[src/rtl/fp_mult_arbiter.sv]
// fp_mult_arbiter: round-robin front end sharing one pipelined fp_mult
// among NUM_REQ requesters, with tagged in-order responses.
module fp_mult_arbiter #(
  parameter int NUM_REQ      = 4,
  parameter int MULT_LATENCY = 3,
  localparam int ID_W = $clog2(NUM_REQ)
) (
  input  logic                    clock,
  input  logic                    reset_n,
  input  logic [NUM_REQ-1:0]      req_valid,
  output logic [NUM_REQ-1:0]      req_ready,
  input  logic [32*NUM_REQ-1:0]   req_a,
  input  logic [32*NUM_REQ-1:0]   req_b,
  input  logic [NUM_REQ-1:0]      req_mask,
  output logic [31:0]             mult_a,
  output logic [31:0]             mult_b,
  input  logic [31:0]             mult_result,
  output logic                    rsp_valid,
  output logic [ID_W-1:0]         rsp_id,
  output logic [31:0]             rsp_data,
  output logic                    busy
);

  logic [ID_W-1:0]    rr_ptr;
  logic [ID_W-1:0]    nxt_ptr;
  logic [NUM_REQ-1:0] cand;
  logic [ID_W-1:0]    idx;
  logic               win_vld;
  logic [ID_W-1:0]    win_id;
  logic [31:0]        win_a;
  logic [31:0]        win_b;
  logic               xfer;

  logic               iss_vld;
  logic [ID_W-1:0]    iss_id;
  logic               tag_vld [MULT_LATENCY];
  logic [ID_W-1:0]    tag_id  [MULT_LATENCY];
  logic               tail_vld;
  logic [ID_W-1:0]    tail_id;
  logic [3:0]         cnt;

  always_comb begin
    cand    = req_valid & req_mask;
    idx     = '0;
    win_vld = 1'b0;
    win_id  = '0;
    for (int k = 0; k < NUM_REQ; k++) begin
      idx = ID_W'((int'(rr_ptr) + k) % NUM_REQ);
      if (!win_vld && cand[idx]) begin
        win_vld = 1'b1;
        win_id  = idx;
      end
    end
    if (!reset_n) win_vld = 1'b0;
  end

  always_comb begin
    req_ready = '0;
    win_a     = '0;
    win_b     = '0;
    for (int i = 0; i < NUM_REQ; i++) begin
      if (win_id == ID_W'(i)) begin
        win_a = req_a[32*i +: 32];
        win_b = req_b[32*i +: 32];
      end
    end
    if (win_vld) req_ready[win_id] = 1'b1;
  end

  assign xfer     = win_vld;
  assign nxt_ptr  = (int'(win_id) == NUM_REQ-1) ? '0 : win_id + 1'b1;
  assign tail_vld = tag_vld[MULT_LATENCY-1];
  assign tail_id  = tag_id[MULT_LATENCY-1];
  assign busy     = (cnt != 4'd0);

  always_ff @(posedge clock or negedge reset_n) begin
    if (!reset_n) begin
      rr_ptr <= '0;
      mult_a <= '0;
      mult_b <= '0;
    end else if (xfer) begin
      rr_ptr <= nxt_ptr;
      mult_a <= win_a;
      mult_b <= win_b;
    end
  end

  // Issue stage tags the operands on mult_a/b; the shift register then
  // tracks them through the fp_mult pipeline until mult_result is ready.
  always_ff @(posedge clock or negedge reset_n) begin
    if (!reset_n) begin
      iss_vld <= 1'b0;
      iss_id  <= '0;
      for (int k = 0; k < MULT_LATENCY; k++) begin
        tag_vld[k] <= 1'b0;
        tag_id[k]  <= '0;
      end
    end else begin
      iss_vld    <= xfer;
      iss_id     <= win_id;
      tag_vld[0] <= iss_vld;
      tag_id[0]  <= iss_id;
      for (int k = 1; k < MULT_LATENCY; k++) begin
        tag_vld[k] <= tag_vld[k-1];
        tag_id[k]  <= tag_id[k-1];
      end
    end
  end

  always_ff @(posedge clock or negedge reset_n) begin
    if (!reset_n) begin
      rsp_valid <= 1'b0;
      rsp_id    <= '0;
      rsp_data  <= '0;
    end else begin
      rsp_valid <= tail_vld;
      if (tail_vld) begin
        rsp_id   <= tail_id;
        rsp_data <= mult_result;
      end
    end
  end

  always_ff @(posedge clock or negedge reset_n) begin
    if (!reset_n) begin
      cnt <= 4'd0;
    end else begin
      unique case ({xfer, tail_vld})
        2'b10:   cnt <= cnt + 4'd1;
        2'b01:   cnt <= cnt - 4'd1;
        default: cnt <= cnt;
      endcase
    end
  end

endmodule
[config.mk]
export PLATFORM = sky130hd
export DESIGN_NAME = fp_mult_arbiter
export DESIGN_NICKNAME = d
export VERILOG_FILES = /design/src/rtl/fp_mult_arbiter.sv
export SDC_FILE = /design/constraint.sdc
export NUM_CORES = 1
export LEC_CHECK = 0
export CAP_MARGIN = 40
export CORE_AREA = 2 2 157 159
export DETAILED_ROUTE_END_ITERATION = 12
export DIE_AREA = 0 0 159 161
export PLACE_DENSITY = 0.69
export SETUP_SLACK_MARGIN = 0.15
export SLEW_MARGIN = 10
export SYNTH_ARGS = -nofsm -noshare
export SYNTH_HDL_FRONTEND = slang
export SYNTH_SLANG_ARGS = --single-unit
[constraint.sdc]
create_clock -name clock -period 2.1 [get_ports clock]
set_clock_uncertainty 0.15 [all_clocks]
set_input_delay 0.315 -clock clock [delete_from_list [all_inputs] [get_ports clock]]
set_output_delay 0.315 -clock clock [all_outputs]
set_load 0.01 [all_outputs]
==> metrics.txt <==
Iteration-0 DRC Markers=270; Post-Synth Simple-Gate Area=8.95%; hpwl dp=19600 um; number of detailed-route iterations in the first pass=4; min-delay src=tag_id[5]; fin worst setup slack=-0.205 ns; yosys warns=0; Final setup viols=68; FF-to-FF End=mult_b[31]; final WL=28600 um; synth-to-layout area growth=94.6%; crit end category=primary output; maxcap violations=0; Post-synth EDFFs=0; initial antenna violation count=1; Routed Antenna Nets=0; Rows=57; Tot Pwr=11.7 mW; xor and xnor area share after synthesis=0.657%; Final Max Slew Viols=0; post-synthesis mux area share=6.06%; synth top area cells=dfrtp_1, a21oi_1, a22oi_1; Commonest cells post-synth=a21oi_1, dfrtp_1, nand2_1, nor2_1, inv_1; synthesized cell area=6670 um^2; post-synthesis async set-or-reset flop share=100%; CP Max Fanout=3; Period Utilization, post-route=110%; failing checks=negative setup slack; vias in the first global route=7482; achievable clock frequency=0.434 GHz; height of the die=161 um; fin area=13000 um^2; Placed Area=11300 um^2; Critical Path RT=1.63 ns; port bufs=401; Yosys reg bits=117; Reg2Reg Depth=12; status=finished with violations; adder-cell share of the synthesized area=1.31%; Tightest Pin Transition=0.699 ns; Remaining DRCs=0; HP Class=reg2reg; clk_lat worst skew=0.41 ns; Mapped Avg Cell Area=8.59 um^2; DIE AREA=25600 um^2; sequential area share after synthesis=43.9%; Min-Delay Path Depth=0; Arr. time, crit path=1.84 ns; Starting Density=27.8%; Synth Net Count=1081; Num CTS Buffers=17; minimum clock period=2.30 ns; first-pass GRT wire length=41500 um; Synth Area in Compound Gates=29.9%; hold slack=0.194 ns; P_leak=5.29 nW; Core ar.=24000 um^2; Reg-to-Reg Start=rr_ptr[1]; hold path endpoint=tag_id[3]; TritonCTS sink count=117; CP Class=reg2out; pwr/cell area=898 nW/um^2; H-Tree Depth=4; Peak supply drop=0.438 mV; Yosys cell types=35; startpoint class of the critical path=flop; Root Buffer=clkbuf_16; Routed WL per cell=18.6 um; Nets=1502; RSZ-0062 raised after global routing=true; most frequent cell after synthesis=a21oi_1; all-layer global routing usage=20.9%; ys flop type=dfrtp_1; Synth area leader=dfrtp_1; die width=159 um; Vias=7460; Rel. slew slack=53.4%; Worst-path clk slew=0.06 ns; gpl congestion=0.922; top-level I/O count=402; Synth top area share=43.9%; Final Hold Fails=0; maximum clock path buffer count=2; Gate Count Post-Synth=776; largest net degree at the start of global routing=59; final global-route overflow total=0; share of cells above drive strength 1=26.4%; Final Util=54.1%; dpl ws=-0.858 ns; Avg Vias per Cell=4.86; CTS tree=done; main combinational cell family by area after synthesis=compound AO/OA/AOI/OAI gates; R2R Setup Slk=-0.18 ns
[layout make-up]
type	instances	area [um^2]
clock buffers	18	429
flip-flops and latches	117	2930
clock inverters	14	191
fillers	2198	11000
repair buffers	469	5010
diodes	1	2.50
inverters	67	254
multi-input cells	525	3750
well taps	324	405
[cells by family (layout without fill, tap and decap cells)]
family | Yosys count | count (layout)
buf+inv | 134 | 568
fa+ha+maj | 7 | 7
xor+xnor | 5 | 5
flops | 117 | 117
simple gates | 148 | 148
mux | 36 | 36
other cells | 0 | 1
compound gates | 329 | 329
[layout by cell type (no fill, tap or decap), drive strengths merged]
cell type,n
a211o,2
nor2,68
o21bai,1
dlygate4sd2,4
inv,72
dfrtp,117
xor2,4
o22a,1
clkbuf,26
a21oi,191
xnor2,1
mux2,35
dlygate4sd3,1
mux2i,1
nor2b,1
a22oi,63
clkdlybuf4s50,387
a31oi,2
o221ai,2
a221oi,2
diode,1
o22ai,1
and2,6
bufinv,3
nand2,68
ha,7
nand3b,1
bufbuf,2
o21ai,64
nand3,1
and4bb,1
clkinv,6
nor4bb,1
buf,67
or4,1
[routing by layer]
metal / global-route usage [%] / share of wire [%]
met1: 24.2 / 40
met2: 36.5 / 51
met3: 5.75 / 6.6
met4: 9.05 / 3.1
met5: 0 / 0
[per-stage QoR]
stage               setup TNS [ns]  instances
floorplan                   -0.919        776
global placement            -54.24       1475
detailed placement          -56.43       1476
CTS                         -10.40       1525
global route                -15.69       1535
finish                       -8.97       1535
[flip-flops by register name, indices dropped and copies added, names as in the netlist, 4 cells and up]
register,flops
rsp_data,32
mult_a,32
mult_b,32
tag_id,4
cnt,4
[timing repair]
| action | 4_1_cts | 5_1_grt |
|---|---|---|
| setup endpoints to repair | 75 | 71 |
| pin swaps | 28 | 38 |
| setup buffers | 11 | 1 |
| resized for setup | 131 | 62 |
| hold buffers | 1 | 0 |
| gates cloned | 5 | 8 |
| hold endpoints to repair | 7 | 0 |
[worst max-delay path: stages, from the launching register on]
cell and delay [ns]:
dfrtp_1 0.39, inv_2 0.10, o21bai_4 0.06, a21oi_2 0.18
o22a_2 0.22, buf_6 0.12, ha_4 0.13, and2_4 0.13
buf_6 0.10
[report_power, final]
group	switching [mW]	internal [mW]
sequential	0.334	2.82
combinational	2.48	2.95
clock	1.15	1.91
[worst max path at each step]
stage	from	endpoint	slack [ns]
after global placement	req_valid[1]	req_ready[0]	-0.84
after global routing	rr_ptr[1]	req_ready[3]	-0.28
after detailed placement	req_valid[1]	req_ready[0]	-0.86
after CTS	rr_ptr[1]	req_ready[3]	-0.22
final	rr_ptr[1]	req_ready[3]	-0.20
after floorplan	req_valid[1]	req_ready[3]	-0.04
Note: power is estimated with default switching activity, not from simulation.
